<file path="src/rtl/accum_pkg.sv">
// Shared types for the sequential accumulator.
package accum_pkg;

    typedef enum logic [1:0] {
        IDLE = 2'd0,
        ACC  = 2'd1,
        DONE = 2'd2
    } accum_state_t;

endpackage

</file>
<file path="src/rtl/adder_carry_para.sv">
// Parameterised N-bit ripple-carry adder (carry-in tied low).
module adder_carry_para #(
    parameter int N = 8
) (
    input  logic [N-1:0] a,
    input  logic [N-1:0] b,
    output logic [N-1:0] sum,
    output logic         cout
);

    logic [N:0] carry;

    // Bit-serial carry chain from LSB to MSB.
    always_comb begin
        sum   = '0;
        carry = '0;
        for (int unsigned i = 0; i < N; i++) begin
            sum[i]       = a[i] ^ b[i] ^ carry[i];
            carry[i + 1] = (a[i] & b[i]) | (carry[i] & (a[i] ^ b[i]));
        end
        cout = carry[N];
    end

endmodule

</file>
<file path="src/rtl/accum_seq.sv">
// Sequential multi-operand accumulator: sums a burst of len operands with a
// single W-bit ripple adder; adder carries increment a CNT_W-bit high word.
// Optional feature: define ACCUM_ABORT_EN to add the abort input.
module accum_seq
    import accum_pkg::*;
#(
    parameter int W     = 8,
    parameter int CNT_W = 4
) (
    input  logic               clk,
    input  logic               reset,
    input  logic               start,
    input  logic [CNT_W-1:0]   len,
    input  logic               din_valid,
    input  logic [W-1:0]       din,
    output logic               din_ready,
    output logic               busy,
    output logic               done_tick,
    output logic [W+CNT_W-1:0] result
`ifdef ACCUM_ABORT_EN
    ,
    input  logic               abort
`endif
);

    accum_state_t     state;
    logic [W-1:0]     acc_lo;
    logic [CNT_W-1:0] acc_hi;
    logic [CNT_W-1:0] cnt;
    logic [W-1:0]     sum;
    logic             cout;
    logic [CNT_W-1:0] hi_next;
    logic             abort_hit;

    adder_carry_para #(.N(W)) u_adder (
        .a    (acc_lo),
        .b    (din),
        .sum  (sum),
        .cout (cout)
    );

    // High word advances by the carry out of the low-word add.
    always_comb begin
        hi_next = acc_hi + CNT_W'(cout);
    end

`ifdef ACCUM_ABORT_EN
    assign abort_hit = abort;
`else
    assign abort_hit = 1'b0;
`endif

    // Burst control, accumulation and registered status outputs.
    always_ff @(posedge clk or posedge reset) begin
        if (reset) begin
            state     <= IDLE;
            acc_lo    <= '0;
            acc_hi    <= '0;
            cnt       <= '0;
            result    <= '0;
            din_ready <= 1'b0;
            busy      <= 1'b0;
            done_tick <= 1'b0;
        end else begin
            done_tick <= 1'b0;
            case (state)
                IDLE: begin
                    if (start) begin
                        acc_lo <= '0;
                        acc_hi <= '0;
                        busy   <= 1'b1;
                        if (len != '0) begin
                            cnt       <= len;
                            din_ready <= 1'b1;
                            state     <= ACC;
                        end else begin
                            result    <= '0;
                            done_tick <= 1'b1;
                            state     <= DONE;
                        end
                    end
                end
                ACC: begin
                    // abort wins over an accept or completion in the same cycle
                    if (abort_hit) begin
                        din_ready <= 1'b0;
                        busy      <= 1'b0;
                        state     <= IDLE;
                    end else if (din_valid) begin
                        acc_lo <= sum;
                        acc_hi <= hi_next;
                        cnt    <= cnt - CNT_W'(1);
                        if (cnt == CNT_W'(1)) begin
                            result    <= {hi_next, sum};
                            din_ready <= 1'b0;
                            done_tick <= 1'b1;
                            state     <= DONE;
                        end
                    end
                end
                DONE: begin
                    busy  <= 1'b0;
                    state <= IDLE;
                end
                default: begin
                    din_ready <= 1'b0;
                    busy      <= 1'b0;
                    state     <= IDLE;
                end
            endcase
        end
    end

endmodule

</file>
<file path="config.mk">
export PLATFORM = sky130hd
export DESIGN_NAME = accum_seq
export DESIGN_NICKNAME = d
export VERILOG_FILES = /design/src/rtl/accum_pkg.sv /design/src/rtl/adder_carry_para.sv /design/src/rtl/accum_seq.sv
export SDC_FILE = /design/constraint.sdc
export NUM_CORES = 1
export LEC_CHECK = 0
export ABC_AREA = 0
export BUFFER_PORTS_ARGS = -buffer_cell sky130_fd_sc_hd__buf_2
export CORE_MARGIN = 10
export CORE_UTILIZATION = 46
export DETAILED_ROUTE_END_ITERATION = 8
export HOLD_SLACK_MARGIN = 0.12
export PLACE_DENSITY = 0.7
export SYNTH_ARGS = -nofsm -noshare
export SYNTH_HDL_FRONTEND = slang
export SYNTH_SLANG_ARGS = --single-unit
</file>
<file path="constraint.sdc">
create_clock -name clk -period 3.6 [get_ports clk]
set_input_delay 0 -clock clk [delete_from_list [all_inputs] [get_ports clk]]
set_output_delay 0 -clock clk [all_outputs]
set_load 0.005 [all_outputs]
</file>
==> results of run 1 <==
[layer usage]
| layer | track usage [%] | up-vias | wire (um) |
|---|---|---|---|
| li1 | - | 591 | - |
| met1 | 14.49 | 623 | 1776 |
| met2 | 18.92 | 23 | 1878 |
| met3 | 3.320 | 8 | 184 |
| met4 | 4.154 | 0 | 47 |
| met5 | 0 | - | 0 |
[synthesized netlist by cell type, types with 4 or more instances]
cell type	number
dfrtp_1	33
inv_1	18
mux2_2	15
nor2_1	9
mux2_4	8
fa_1	7
and2_1	5
ha_1	5
nand2b_1	5
mux2i_1	4
nor3b_1	4
[worst max-delay path by stage]
stage	cells past startpoint	end	startpoint	slack (ns)
2_1_floorplan	14	acc_hi[1]	acc_lo[0]	0.03
3_3_place_gp	14	acc_hi[1]	acc_lo[0]	-0.08
3_5_place_dp	14	acc_hi[1]	acc_lo[0]	-0.20
4_1_cts	14	result[9]	acc_lo[0]	0.009
5_1_grt	15	result[10]	acc_lo[0]	-0.08
6_report	14	acc_hi[1]	acc_lo[0]	0.02
[power by group through the flow]
stage / clock network [mW] / registers [mW] / logic (mW)
floorplan: 0 / 0.622 / 0.587
global placement: 0 / 0.644 / 0.741
detailed placement: 0 / 0.653 / 0.777
CTS: 0.372 / 0.654 / 0.834
global route: 0.389 / 0.678 / 0.962
finish: 0.361 / 0.653 / 0.841
[repair_timing]
| item | 4_1_cts | 5_1_grt |
|---|---|---|
| hold buffers | 6 | 0 |
| endpoints found under the setup margin | 10 | 8 |
| gates resized for setup | 14 | 2 |
| buffers inserted | 1 | 1 |
| hold endpoints to repair | 38 | 0 |
| cloned | 0 | 0 |
[layout make-up]
cell class                 instances  area share, %
multi-input combinational         93          42.12
sequential                        33          36.48
timing repair buffer              40          10.61
clock buffer                       7          3.814
inverter                          18          2.985
tap                               48          2.653
clock inverter                     1          1.327
[cell families (layout without fill, tap and decap cells)]
group | count (synthesis) | in the layout
AOI/OAI and AO/OA | 18 | 18
adders and majority gates | 12 | 12
buffers and inverters | 25 | 66
DFF | 33 | 33
muxes | 27 | 27
and+or+nand+nor | 36 | 36
[through the flow]
step	hold WS [ns]	cells	cell area [um2]	total power [mW]	setup TNS, ns
after global placement	0.1046	224	2021	1.384	-0.2454
after global routing	0.1512	240	2263	2.029	-0.3158
after floorplan	0.1289	151	1833	1.209	0
after detailed placement	0.1198	224	2021	1.430	-1.109
final	0.1385	240	2263	1.855	0
after CTS	0.1288	239	2253	1.860	0
[state kept, by name, summed over array words and instances, names as in the netlist]
| register | cells |
|---|---|
| result | 12 |
| acc_lo | 8 |
| acc_hi | 4 |
| cnt | 4 |
| state | 2 |
| busy | 1 |
| din_ready | 1 |
| done_tick | 1 |
[worst reg2reg max path, cell delays in order, from the launching register on]
cell,delay (ns)
dfrtp_1,0.35
ha_2,0.17
inv_2,0.04
fa_2,0.33
fa_2,0.35
fa_2,0.36
fa_2,0.35
fa_2,0.35
inv_2,0.06
fa_2,0.19
fa_2,0.21
ha_4,0.14
ha_4,0.19
and2_4,0.13
mux2_4,0.25
==> metrics.yaml, run 1 <==
skew_ns: 0.006731
start_kind: "flip-flop"
antenna_found_initial: 0
synth_cell_types: 37
power.switching_mw: 0.6343
synth_top_area_cell: "dfrtp_1"
holdPathEnd: "busy"
grt_util_all_layers_pct: 11.72
clock-sinks: 33
path_class: "reg -> reg"
power.share.sequential_pct: 35.2
synth.area.mux_share_pct: 17.98
async_reset_ff_share_pct: 100.0
clk_path_buf_depth: 2
synth_top_family_by_area: "multiplexers"
switching_share_pct: 34.20
drc: 0
syn-mean-instance-area_um2: 12.12
drive_above_1_share_pct: 43.23
grt_max_degree: 34
critPathTopFamily: "adder cells"
firstDrtPassIters: 5
slowest_delay_ns: 0.36
syn_inst: 151
io_pins: 31
cts_root_buf: "clkbuf_8"
clkTransAtPathRegs_ns: 0.07
reg2reg_to: "acc_hi[1]"
min_from: "start"
r2r_start: "acc_lo[0]"
worstPathArrival_ns: 3.75
fmax_ghz: 0.2793
combPwrFrac_pct: 45.3
nFillCells: 312
wirelength_mm: 3.886
multi_input_area_um2: 953.4
io_buffers: 30
finalCriticalPeriod_ns: 3.580
worst_slew_pin_slew_ns: 1.034
antennaDiodeCount: 0
maxCapViolCount: 0
ys_top_cells_by_area: "dfrtp_1 (45%), mux2_2 (9.2%), fa_1 (7.7%)"
initial_core_util_pct: 48.90
hpwl_mm: 2.763
grt_pass1_wl_mm: 6.858
finalWorstSetupSlack_ns: 0.01971
fin_crit_sh_pct: 99.45
ant_nets: 0
gr-total-overflow: 0
dieHeight_um: 83.08
synth_warnings: 0
crit_slowest_cell: "fa_2"
rsz0062_at_grt: "yes"
layout_commonest_cell: "dfrtp_1"
fin_nets: 219
gp_congestion: 0.8296
hp-class: "in -> reg"
syn_area_um2: 1831
h-tree-depth: 2
cp_common_cell: "fa_2"
synth_fp_nets: 179
drt_iter0_markers: 49
finish.utilization_pct: 60.46
fp.dieArea_um2: 6902
power_per_cell_area_nw_per_um2: 819.4
setup_violations: 0
report.final.slew_viol_count: 0
rows: 22
clk-insertion-delay-late_ns: 0.28
viasPerCell: 5.188
p_int_mw: 1.220
final-seq-area_um2: 825.8
synth_top_area_share_pct: 45.11
path_cells: "ha_2 > inv_2 > fa_2 > fa_2 > fa_2 > fa_2 > fa_2 > inv_2 > fa_2 > fa_2 > ha_4 > ha_4 > and2_4 > mux2_4"
syn_to_final_growth_pct: 23.65
layout_common_cells: "dfrtp_1 (33), buf_2 (30), inv_1 (16)"
hold_depth: 4
worst-r2r-cell-count: 14
crit_buf_inv: 2
pre_cts_slack_ns: -0.1978
cts_made_buffers: 5
ys_seq_area_share_pct: 45.11
cts_tree: "yes"
peakVddDrop_uv: 387.0
die_x_um: 83.08
yosys.area_share.simple_pct: 12.51
grt_pass1_vias: 1397
path_max_fanout: 2
synthFlopType: "dfrtp_1"
ff2ff_setup_slack_ns: 0.02
crit_required_ns: 3.77
clock_power_share_pct: 19.5
final_hold_viol_count: 0
p_leak_nw: 1.127
synth_compound_area_share_pct: 7.587
synth-adder-area-share_pct: 11.07
synth_xor_area_share_pct: 0
synth_seq_cells: 33
endpoint_kind: "flip-flop"
max_slew_margin_pct: 30.78
vias: 1245
core_area_um2: 3744
synth_edf_count: 0
wl_per_cell_um: 16.19
outcome: "finished, final reports clean"
No activity file was read; power rests on OpenSTA's default activity.
==> run 2: changes to the inputs <==
Settings changed: CELL_PAD_IN_SITES_DETAIL_PLACEMENT from default to 0, CELL_PAD_IN_SITES_GLOBAL_PLACEMENT from default to 1, MAX_ROUTING_LAYER from default to met4, PLACE_DENSITY 0.7 to default, PLACE_DENSITY_LB_ADDON from default to 0.1.
Clock period 3.6 ns to 4.3 ns, I/O delays scaled along.
==> run 2 against run 1 <==
Effect of this change:
- clock skew about the same
- critical path depth stayed put
- combinational power decreased by 24%
- global-route usage is 0.25 points lower
- utilization shrank 2.8 points
- sequential share of layout area is 1.8 points higher
- cell area fell by 4.7%
- total power is 24% lower
- clock-buffer cell count unchanged
- largest cell class unchanged
- highest routed layer unchanged
==> metrics.yaml, run 2 (synthesis results as in run 1) <==
outcome: "finished, final reports clean"
endpoint_kind: "flip-flop"
hp-class: "in -> reg"
drt_iter0_markers: 52
drc: 0
wl_per_cell_um: 15.98
crit_required_ns: 4.47
dieHeight_um: 83.08
gr-total-overflow: 0
wl_met1_mm: 1.713
nFillCells: 338
fin_nets: 216
wirelength_mm: 3.771
layout.cells.non_filler: 236
path_class: "reg -> reg"
hold_buffers: 6
setup_violations: 0
cts_tree: "yes"
maxCapViolCount: 0
grt_max_degree: 34
worst_slew_pin_slew_ns: 1.167
wl_met3_um: 199
antennaDiodeCount: 0
layout_commonest_cell: "dfrtp_1"
ant_nets: 0
max_slew_margin_pct: 22.19
cts_root_buf: "clkbuf_8"
io_buffers: 30
largest_reg_flops: 12
reg_top3: "result (12), acc_lo (8)"
clock-sinks: 33
top_layer: "met4"
initial_core_util_pct: 48.90
path_max_fanout: 2
placed_cells: 223
io_pins: 31
viasPerCell: 5.195
worstPathArrival_ns: 3.97
hpwl_mm: 2.737
core_area_um2: 3744
clk_path_buf_depth: 2
place_area_um2: 2011
final_hold_viol_count: 0
fp.dieArea_um2: 6902
finalCriticalPeriod_ns: 3.802
cts_resized: 0
clk-insertion-delay-late_ns: 0.29
grt_pass1_wl_mm: 6.382
drive_above_1_share_pct: 34.57
skew_ns: 0.006746
start_kind: "flip-flop"
p_leak_nw: 1.103
peakVddDrop_uv: 331.6
grt_util_all_layers_pct: 11.47
grt_pass1_vias: 1377
die_x_um: 83.08
gp_congestion: 0.7881
antenna_found_initial: 0
wl_met2_mm: 1.772
fin_setup_tns_ns: 0
cts_setup_buffers: 0
layout_common_cells: "dfrtp_1 (33), buf_2 (30), inv_1 (18)"
rows: 22
largest_register: "result"
hold_depth: 3
worst-r2r-cell-count: 14
fmax_ghz: 0.2630
design_area_um2: 2157
holdWs_ns: 0.1164
firstDrtPassIters: 4
syn_to_final_growth_pct: 17.84
power_mw: 1.418
vias: 1226
cts_made_buffers: 5
h-tree-depth: 2
report.final.slew_viol_count: 0
rsz0062_at_grt: "no"
power_per_cell_area_nw_per_um2: 657.1
fin_crit_sh_pct: 88.41
clkTransAtPathRegs_ns: 0.07
==> run 2: power by group <==
part	switching (mW)	internal (mW)	leakage [nW]	total (mW)
combinational	0.295	0.346	0.644	0.641
sequential	0.0991	0.442	0.414	0.541
clock	0.109	0.127	0.0443	0.236
total	0.503	0.915	1.10	1.42
==> run 2: through the flow <==
step	util, %	worst slack, ns
after floorplan	-	0.6885
after global placement	53.71	0.5903
after detailed placement	53.71	0.4953
after CTS	57.62	0.4807
after global routing	57.62	0.3161
final	57.62	0.4984
==> run 2: final cells by class <==
class	instances	area (um2)	area share, %
timing repair buffer	37	217.7	10.09
clock buffer	7	86.33	4.002
sequential	33	825.8	38.28
tap	48	60.06	2.784
multi-input combinational	93	899.6	41.71
inverter	18	67.56	3.132
==> run 2: metal layers <==
| metal | vias to the layer above | track usage (%) |
|---|---|---|
| met2 | 25 | 18.44 |
| met4 | 0 | 4.923 |
| met3 | 8 | 4.102 |
| met5 | - | - |
| li1 | 586 | - |
| met1 | 607 | 12.54 |
==> run 2: critical path: stages (launching register included) <==
cell	delay, ns
dfrtp_1	0.35
ha_1	0.14
inv_1	0.04
fa_1	0.37
fa_1	0.39
fa_1	0.39
fa_1	0.39
fa_1	0.37
inv_1	0.08
fa_1	0.18
fa_1	0.17
ha_1	0.18
ha_1	0.23
and2_1	0.14
mux2_2	0.26
==> run 2: final timing paths <==
kind / end / slack, ns / start
worst max-delay path: acc_hi[1] / 0.50 / acc_lo[0]
worst min-delay path: cnt[3] / 0.12 / len[3]
worst max register to register: acc_hi[1] / 0.50 / acc_lo[0]
worst min register to register: busy / 0.49 / busy
max in group asynchronous: done_tick / 3.65 / reset
min in group asynchronous: state[0] / 0.34 / reset
==> run 3: changes to the inputs <==
Settings changed: ABC_AREA 0 to 1, CORE_UTILIZATION 46 to 44.
==> run 3 against run 2 <==
Effect of this change:
- combinational power shrank 12%
- via count up 16%
- die area rose by 1.5%
- routed wire length up 2.8%
- synthesized area fell by 2.5%
- critical path type unchanged
- largest power group unchanged
==> metrics.yaml, run 3 <==
endpoint_kind: "flip-flop"
syn-mean-instance-area_um2: 8.343
drt_iter0_markers: 88
ff2ff_setup_slack_ns: 0.68
layout_common_cells: "nand2_1 (76), dfrtp_1 (33), buf_2 (30)"
wl_met3_um: 152
core_area_um2: 3971
antennaDiodeCount: 0
dieHeight_um: 83.70
cp_common_cell: "fa_1"
path_cells: "ha_1 > inv_1 > fa_1 > fa_1 > fa_1 > fa_1 > fa_1 > inv_1 > fa_1 > fa_1 > ha_1 > ha_1 > xnor2_1 > nor2_1 > nand2_1 > nand2_1"
synthFlopType: "dfrtp_1"
worst_slew_pin_slew_ns: 0.7930
gr-total-overflow: 0
power.switching_mw: 0.5330
hp-class: "in -> reg"
die_x_um: 83.70
outcome: "finished, final reports clean"
reg2reg_to: "acc_hi[2]"
clk-insertion-delay-late_ns: 0.29
design_area_um2: 2113
ys_top_cells_by_area: "dfrtp_1 (46%), nand2_1 (16%), fa_1 (7.8%)"
crit_slowest_cell: "fa_1"
largest_reg_flops: 12
drive_above_1_share_pct: 18.90
p_leak_nw: 1.189
p_int_mw: 0.7468
ys_seq_area_share_pct: 46.25
syn_area_um2: 1785
fin_setup_tns_ns: 0
synth_cell_types: 21
crit_required_ns: 4.48
drc: 0
report.final.slew_viol_count: 0
grt_pass1_wl_mm: 6.831
fin_nets: 281
cts_resized: 0
synth_top_area_cell: "dfrtp_1"
worst-r2r-cell-count: 16
peakVddDrop_uv: 254.9
final_hold_viol_count: 0
hpwl_mm: 2.805
firstDrtPassIters: 4
top_layer: "met4"
cts_tree: "yes"
initial_core_util_pct: 44.96
rows: 23
power_per_cell_area_nw_per_um2: 605.6
r2r_start: "acc_lo[0]"
reg_top3: "result (12), acc_lo (8)"
combPwrFrac_pct: 44.0
synth.most_common_cell: "nand2_1"
clk_path_buf_depth: 2
place_area_um2: 1957
h-tree-depth: 2
switching_share_pct: 41.65
synthTopCellsByCount: "nand2_1 (76), dfrtp_1 (33), inv_1 (28), nand3_1 (18), nor2_1 (18)"
cts_root_buf: "clkbuf_8"
grt_pass1_vias: 1456
path_class: "reg -> reg"
synth_fp_nets: 242
start_kind: "flip-flop"
max_slew_margin_pct: 47.13
synth_top_area_share_pct: 46.25
largest_register: "result"
ant_nets: 0
wl_per_cell_um: 12.75
layout_commonest_cell: "nand2_1"
fmax_ghz: 0.2763
cp-endpoint: "acc_hi[2]"
setup.worst_path.start: "acc_lo[0]"
finalCriticalPeriod_ns: 3.619
syn_inst: 214
synth_seq_cells: 33
rsz0062_at_grt: "no"
setup_violations: 0
slowest_delay_ns: 0.40
gp_congestion: 0.7725
wirelength_mm: 3.875
maxCapViolCount: 0
antenna_found_initial: 0
power.share.sequential_pct: 38.0
path_max_fanout: 2
viasPerCell: 4.694
clkTransAtPathRegs_ns: 0.07
grt_max_degree: 34
io_buffers: 30
grt_util_all_layers_pct: 12.07
skew_ns: 0.005124
fin_crit_sh_pct: 84.17
cts_setup_buffers: 0
wl_met1_mm: 1.835
synth_edf_count: 0
synth_warnings: 0
worstPathArrival_ns: 3.80
cts_made_buffers: 5
clock-sinks: 33
syn_to_final_growth_pct: 18.36
async_reset_ff_share_pct: 100.0
clock_power_share_pct: 18.0
wl_met2_mm: 1.838
fp.dieArea_um2: 7006
io_pins: 31
vias: 1427
-- run 3: repair_timing --
action / 4_1_cts / 5_1_grt
hold endpoints to repair: 39 / 0
hold buffers: 7 / 0
setup endpoints to repair: 0 / 0
-- run 3: per-stage QoR --
stage               total power, mW  worst slack [ns]  utilization [%]  hold slack (ns)  instances
finish                        1.280            0.6806            53.21           0.2211        304
global route                  1.420            0.4354            53.21           0.2490        304
CTS                           1.307            0.6644            53.21           0.2159        304
detailed placement            1.062            0.7047            49.28           0.1162        289
global placement              1.055            0.7328            49.28           0.1122        289
floorplan                    0.9122            0.8744                -           0.1289        214
-- run 3: worst min-delay path by stage --
| stage | startpoint | to | slack, ns | cells after the start |
|---|---|---|---|---|
| 2_1_floorplan | reset | acc_hi[0] | 0.13 | 1 |
| 3_3_place_gp | reset | din_ready | 0.11 | 3 |
| 3_5_place_dp | reset | done_tick | 0.12 | 3 |
| 4_1_cts | din[4] | result[4] | 0.22 | 6 |
| 5_1_grt | din[4] | result[4] | 0.25 | 6 |
| 6_report | din[4] | result[4] | 0.22 | 6 |
-- run 3: power groups by stage --
stage               clock (mW)  sequential [mW]  combinational, mW
floorplan                    0            0.489              0.423
global route             0.252            0.500              0.668
global placement             0            0.489              0.566
detailed placement           0            0.492              0.569
finish                   0.230            0.486              0.563
CTS                      0.240            0.487              0.580
-- run 3: routing by layer --
metal	GRT usage, %	up-vias
met2	19.37	20
met3	4.199	5
met4	3.349	0
li1	-	732
met5	-	-
met1	14.00	670
-- run 3: cell families after synthesis --
family | Yosys count | synth area share, %
compound gates | 13 | 3.854
xor+xnor | 1 | 0.4906
fa+ha+maj | 12 | 11.35
buf+inv | 35 | 8.970
flops | 33 | 46.25
simple gates | 120 | 29.08
-- run 3: final cells by class --
class	count	area, um2
clock buffers	5	68.82
repair buffers	38	227.7
well taps	50	62.56
clock inverters	3	17.52
flip-flops and latches	33	825.8
inverters	29	111.4
fillers	399	1858
multi-input cells	146	799.5
-- run 3: critical path: cells and delay by family (launching register included) --
kind	cells	cell delay (ns)
AND/OR/NAND/NOR	3	0.19
XOR/XNOR	1	0.12
adder cells (fa/ha/maj)	10	2.74
flip-flops	1	0.35
buffers and inverters	2	0.12
